`src/rtl/dense_layer_seq.sv`:
```
// Sequential dense layer y = act(W*x + b) on one sign-magnitude MAC, valid/ready on both sides.
// Optional macro DENSE_SEQ_SAT_EN: clamp output magnitude instead of wrapping it.
module dense_layer_seq #(
  parameter int BITSIZE = 16,
  parameter int FRAC    = 10,
  parameter int N_IN    = 10,
  parameter int N_OUT   = 6,
  localparam int DEPTH  = N_OUT * (N_IN + 1),
  localparam int AW     = $clog2(DEPTH)
) (
  input  logic                     clk,
  input  logic                     reset,
  input  logic                     in_valid,
  output logic                     in_ready,
  input  logic [BITSIZE*N_IN-1:0]  x_in,
  input  logic                     act_sel,
  input  logic                     w_we,
  input  logic [AW-1:0]            w_addr,
  input  logic [BITSIZE-1:0]       w_data,
  output logic                     out_valid,
  input  logic                     out_ready,
  output logic [BITSIZE*N_OUT-1:0] y_out,
  output logic                     busy
);

  localparam int IW    = (N_IN  > 1) ? $clog2(N_IN)  : 1;
  localparam int JW    = (N_OUT > 1) ? $clog2(N_OUT) : 1;
  localparam int ACC_W = 2*BITSIZE + $clog2(N_IN + 1);
  localparam int MW    = BITSIZE - 1;
  localparam int PW    = 2*MW;
  localparam logic [IW-1:0] LAST_I    = IW'(N_IN - 1);
  localparam logic [JW-1:0] LAST_J    = JW'(N_OUT - 1);
  localparam logic [AW-1:0] BIAS_BASE = AW'(N_OUT * N_IN);
  localparam logic [AW:0]   DEPTH_A   = (AW+1)'(DEPTH);

  typedef enum logic [1:0] {IDLE, MAC, FIN, DONE} state_t;

  state_t                    state_q, state_d;
  logic [BITSIZE*N_IN-1:0]   x_q;
  logic                      act_q;
  logic [IW-1:0]             i_q;
  logic [JW-1:0]             j_q;
  logic [AW-1:0]             widx_q;
  logic [ACC_W-1:0]          acc_q;
  logic [BITSIZE-1:0]        y_q [N_OUT];
  logic [BITSIZE-1:0]        mem_q [DEPTH];
  logic                      in_ready_q, out_valid_q, busy_q;

  logic [BITSIZE-1:0]        x_cur_s, w_rd_s, b_rd_s, y_fin_s;
  logic [ACC_W-1:0]          prod_s, r_s, act_r_s;
  logic                      addr_ok_s;

  function automatic logic [ACC_W-1:0] sm_to_tc(input logic [BITSIZE-1:0] v);
    logic [ACC_W-1:0] mag;
    mag = ACC_W'(v[MW-1:0]);
    return v[BITSIZE-1] ? ({ACC_W{1'b0}} - mag) : mag;
  endfunction

  // Magnitude product is truncated toward zero before the sign is applied.
  function automatic logic [ACC_W-1:0] sm_mul(input logic [BITSIZE-1:0] a,
                                              input logic [BITSIZE-1:0] b);
    logic [PW-1:0]    full;
    logic [ACC_W-1:0] mag;
    full = PW'(a[MW-1:0]) * PW'(b[MW-1:0]);
    mag  = ACC_W'(full >> FRAC);
    return (a[BITSIZE-1] ^ b[BITSIZE-1]) ? ({ACC_W{1'b0}} - mag) : mag;
  endfunction

  function automatic logic [BITSIZE-1:0] tc_to_sm(input logic [ACC_W-1:0] r);
    logic             neg;
    logic [ACC_W-1:0] mag;
    logic [MW-1:0]    m;
    neg = r[ACC_W-1];
    mag = neg ? ({ACC_W{1'b0}} - r) : r;
`ifdef DENSE_SEQ_SAT_EN
    m = (|mag[ACC_W-1:MW]) ? {MW{1'b1}} : mag[MW-1:0];
`else
    m = mag[MW-1:0];
`endif
    return {neg & (|m), m};
  endfunction

  // Datapath combinational terms: operand fetch, product, bias add, activation.
  always_comb begin
    x_cur_s   = x_q[BITSIZE*int'(i_q) +: BITSIZE];
    w_rd_s    = mem_q[widx_q];
    b_rd_s    = mem_q[BIAS_BASE + AW'(j_q)];
    prod_s    = sm_mul(x_cur_s, w_rd_s);
    r_s       = acc_q + sm_to_tc(b_rd_s);
    if (act_q && r_s[ACC_W-1]) begin
      act_r_s = {ACC_W{1'b0}};
    end else begin
      act_r_s = r_s;
    end
    y_fin_s   = tc_to_sm(act_r_s);
    addr_ok_s = ({1'b0, w_addr} < DEPTH_A);
  end

  // Next-state logic.
  always_comb begin
    state_d = state_q;
    case (state_q)
      IDLE: if (in_valid) state_d = MAC; else state_d = IDLE;
      MAC:  if (i_q == LAST_I) state_d = FIN; else state_d = MAC;
      FIN:  if (j_q == LAST_J) state_d = DONE; else state_d = MAC;
      DONE: if (out_ready) state_d = IDLE; else state_d = DONE;
      default: state_d = IDLE;
    endcase
  end

  // State register.
  always_ff @(posedge clk or posedge reset) begin
    if (reset) state_q <= IDLE;
    else       state_q <= state_d;
  end

  // Handshake and status outputs, registered from the next state.
  always_ff @(posedge clk or posedge reset) begin
    if (reset) begin
      in_ready_q  <= 1'b1;
      out_valid_q <= 1'b0;
      busy_q      <= 1'b0;
    end else begin
      in_ready_q  <= (state_d == IDLE);
      out_valid_q <= (state_d == DONE);
      busy_q      <= (state_d != IDLE);
    end
  end

  // Operand latch, counters, accumulator and result vector.
  always_ff @(posedge clk or posedge reset) begin
    if (reset) begin
      x_q    <= '0;
      act_q  <= 1'b0;
      i_q    <= '0;
      j_q    <= '0;
      widx_q <= '0;
      acc_q  <= '0;
      for (int k = 0; k < N_OUT; k++) y_q[k] <= '0;
    end else begin
      case (state_q)
        IDLE: begin
          if (in_valid) begin
            x_q    <= x_in;
            act_q  <= act_sel;
            i_q    <= '0;
            j_q    <= '0;
            widx_q <= '0;
            acc_q  <= '0;
          end
        end
        MAC: begin
          acc_q  <= acc_q + prod_s;
          i_q    <= i_q + 1'b1;
          widx_q <= widx_q + 1'b1;
        end
        FIN: begin
          y_q[j_q] <= y_fin_s;
          acc_q    <= '0;
          i_q      <= '0;
          if (j_q != LAST_J) j_q <= j_q + 1'b1;
        end
        default: begin
        end
      endcase
    end
  end

  // Parameter memory has no reset; writes land only while idle and in range.
  always_ff @(posedge clk) begin
    if (w_we && (state_q == IDLE) && addr_ok_s) mem_q[w_addr] <= w_data;
  end

  // Output packing.
  always_comb begin
    y_out = '0;
    for (int k = 0; k < N_OUT; k++) y_out[BITSIZE*k +: BITSIZE] = y_q[k];
  end

  assign in_ready  = in_ready_q;
  assign out_valid = out_valid_q;
  assign busy      = busy_q;

endmodule

```
`config.mk`:
```
export PLATFORM = sky130hd
export DESIGN_NAME = dense_layer_seq
export DESIGN_NICKNAME = d
export VERILOG_FILES = /design/src/rtl/dense_layer_seq.sv
export SDC_FILE = /design/constraint.sdc
export NUM_CORES = 2
export LEC_CHECK = 0
export BUFFER_PORTS_ARGS = -buffer_cell sky130_fd_sc_hd__buf_4
export CORE_MARGIN = 2
export CORE_UTILIZATION = 30
export DETAILED_ROUTE_END_ITERATION = 10
export PLACE_DENSITY = 0.57
export SLEW_MARGIN = 20
export SYNTH_ARGS = -nofsm -noshare
export SYNTH_HDL_FRONTEND = slang
export SYNTH_SLANG_ARGS = --single-unit
```
`constraint.sdc`:
```
create_clock -name clk -period 11.9 [get_ports clk]
set_input_delay 1.19 -clock clk [delete_from_list [all_inputs] [get_ports clk]]
set_output_delay 1.19 -clock clk [all_outputs]
set_load 0.005 [all_outputs]
```
==> impl_metrics.env <==
export IMPL_dieArea_um2=223000
export IMPL_hold_viol=0
export IMPL_async_reset_ff_frac=0.228
export IMPL_ys_types=94
export IMPL_pre_cts_slack_ps=-81.9
export IMPL_maxCapViolations=0
export IMPL_crit_path_end_kind="register"
export IMPL_nFillCells=20546
export IMPL_worstSetupStartpoint="widx_q[0]"
export IMPL_clock_sinks=1368
export IMPL_hold_ws_ps=469
export IMPL_dp_hpwl_mm=121
export IMPL_grt_pass1_vias=40056
export IMPL_die_w_um=472
export IMPL_rows=171
export IMPL_ys_seq_area_frac=0.602
export IMPL_r2r_start="widx_q[0]"
export IMPL_worstSkewPairLatency_ps=850
export IMPL_cp_top_family="compound AO/OA/AOI/OAI gates"
export IMPL_drtIter0Drc=3421
export IMPL_ys_ff_latch=1368
export IMPL_relSlewSlack=0.239
export IMPL_fmax_mhz=85.1
export IMPL_io_pins=288
export IMPL_synthFlopType="edfxtp_1"
export IMPL_yosys_warnings=0
export IMPL_worst_pin_slew_ps=1140
export IMPL_numCtsBuffers=151
export IMPL_ant_nets=0
export IMPL_antenna_found_initial=7
export IMPL_avgRoutedWirePerCell_um=22.6
export IMPL_reg2reg_depth=47
export IMPL_grt_pass1_wl_mm=265
export IMPL_use_met1=0.216
export IMPL_globalplace_congestion=0.868
export IMPL_outcome="finished, final reports clean"
export IMPL_final_cell_mix="edfxtp_1 (1,056), nand2_1 (766), buf_4 (586)"
export IMPL_skew_ps=81.1
export IMPL_cts_tree="built"
export IMPL_floorplan_initialDensity=0.302
export IMPL_critical_path_arrival_ps=12430
export IMPL_r2r_slack_ps=150
export IMPL_synth_nets=4990
export IMPL_critPathKind="register to register"
export IMPL_hold_start="x_q[110]"
export IMPL_synthesis_area_um2=65700
export IMPL_clockBufferDepth=3
export IMPL_drc=0
export IMPL_drt_total_wl_mm=182
export IMPL_vias_per_cell=4.98
export IMPL_core_um2=217000
export IMPL_grt_ovfl_total=0
export IMPL_dr_pass1_iters=6
export IMPL_cpMaxStageDelayCell="mux4_2"
export IMPL_nNetsFinal=5582
export IMPL_holdPathStages=2
export IMPL_maxSlewViolCount=0
export IMPL_die_y_um=472
export IMPL_period_share=0.987
export IMPL_dp_cells=7668
export IMPL_grt_util_met3=0.0286
export IMPL_setup_viol=0
export IMPL_fin_crit_ps=11750
export IMPL_synth_edf_count=1056
export IMPL_grt_busiest_layer="met2"
export IMPL_grt_max_degree=127
export IMPL_cp_num_buf_inv=10
export IMPL_required_ps=12580
export IMPL_crit_path_frequent_cell="fa_1"
export IMPL_clk_pin_slew_worst_paths_ps=60
export IMPL_syn_to_final_growth_pct=21.2
export IMPL_postCtsHoldBufs=0
export IMPL_grt_use_total=0.159
export IMPL_grt_util_met2=0.261
export IMPL_layout_commonest_cell="edfxtp_1"
export IMPL_worst_path_largest_cell_delay_ps=570
export IMPL_root_buffer="clkbuf_16"
export IMPL_io_buffer_count=287
export IMPL_rsz0062_at_grt="yes"
export IMPL_final_cells=8036
export IMPL_startpoint_type="register"
export IMPL_path_max_fanout=10
export IMPL_htree_num_levels=4
export IMPL_hold_class="register to register"
export IMPL_syn_area_per_cell_um2=14.7
export IMPL_synthCells=4463
export IMPL_r2r_end="acc_q[35]"
export IMPL_drive_gt1_frac=0.272
export IMPL_vias=39995
export IMPL_tns_ps=0
export IMPL_setup_ws_ps=152
export IMPL_min_to="x_q[110]"
-- flip-flops by register name (all words and copies together), names as in the netlist --
register   flops
out_valid      1
act_q          1
in_ready       1
mem_q       1056
busy           1
widx_q         7
i_q            4
state_q        2
j_q            3
x_q          160
acc_q         36
y_out         96
-- worst max-delay path by stage --
| stage | end | slack [ps] | depth (start not counted) |
|---|---|---|---|
| after global routing | acc_q[35] | -240 | 47 |
| after floorplan | acc_q[33] | 4 | 55 |
| final | acc_q[35] | 150 | 47 |
| after detailed placement | acc_q[33] | -80 | 44 |
| after CTS | acc_q[33] | 8 | 48 |
| after global placement | acc_q[33] | 100 | 44 |
-- synth_stat cells (all sizes together) (34+ instances only) --
cell type  count  share of area
a21o          37         0.0042
a21oi         73         0.0056
a22oi         38         0.0043
buf           55         0.0047
clkbuf       155         0.0089
dfrtp        311           0.12
edfxtp      1056           0.48
fa           168          0.051
ha           170          0.032
inv          232          0.013
mux2          76          0.013
mux2i         57         0.0087
mux4         353           0.12
nand2        770          0.044
nand2b        47         0.0045
nand3         52         0.0040
nor2         195          0.011
nor2b         65         0.0062
o21ai        143          0.011
xnor2         53         0.0073
xor2          34         0.0045
-- stage by stage --
step / instance area (um^2) / util
2_1_floorplan: 65900 / -
3_3_place_gp: 73000 / 0.336
3_5_place_dp: 73000 / 0.336
4_1_cts: 78300 / 0.360
5_1_grt: 79600 / 0.366
6_report: 79600 / 0.366
-- cell families (layout without fill, tap and decap cells) --
| logic type | count (synthesis) | count (layout) | share of synthesized area |
|---|---|---|---|
| other | 0 | 5 | 0 |
| AOI/OAI and AO/OA | 431 | 431 | 0.0439 |
| xor gates and xnor gates | 87 | 87 | 0.0118 |
| and+or+nand+nor | 1309 | 1309 | 0.0886 |
| muxes | 486 | 486 | 0.143 |
| buffers and inverters | 444 | 1158 | 0.0269 |
| adders and majority gates | 338 | 338 | 0.0836 |
| DFF | 1368 | 1368 | 0.602 |
-- metal layers --
layer | part of all wire | vias to the layer above
met1 | 0.43 | 20854
li1 | - | 17690
met2 | 0.48 | 1217
met4 | 0.027 | 6
met3 | 0.063 | 228
met5 | 0.00021 | -
-- worst register-to-register path, delay by kind of cell, from the launching register on --
family	cells	cell delay, ps
flip-flops	1	490
AO/OA/AOI/OAI	18	3850
XOR/XNOR	2	290
buffers and inverters	10	820
AND/OR/NAND/NOR	6	960
multiplexers	3	1630
adder cells (fa/ha/maj)	8	3570
-- timing repair --
action / 4_1_cts / 5_1_grt
buffers inserted: 3 / 77
endpoints found under the setup margin: 2 / 11
cloned: 0 / 9
pin swaps: 1 / 52
resized for setup: 9 / 94
-- cell type report --
type	count	area, um^2	area share
inverter	234	886	0.0111
timing repair buffer	649	5550	0.0697
antenna	5	12.5	0.000157
clock inverter	97	1310	0.0164
multi-input combinational	2651	24800	0.312
tap	2854	3570	0.0449
sequential	1368	39500	0.497
clock buffer	178	3920	0.0493
Power is left out: the tool's default activity adds up to more than one toggle a clock period on the data nets, which glitch-free logic cannot reach.
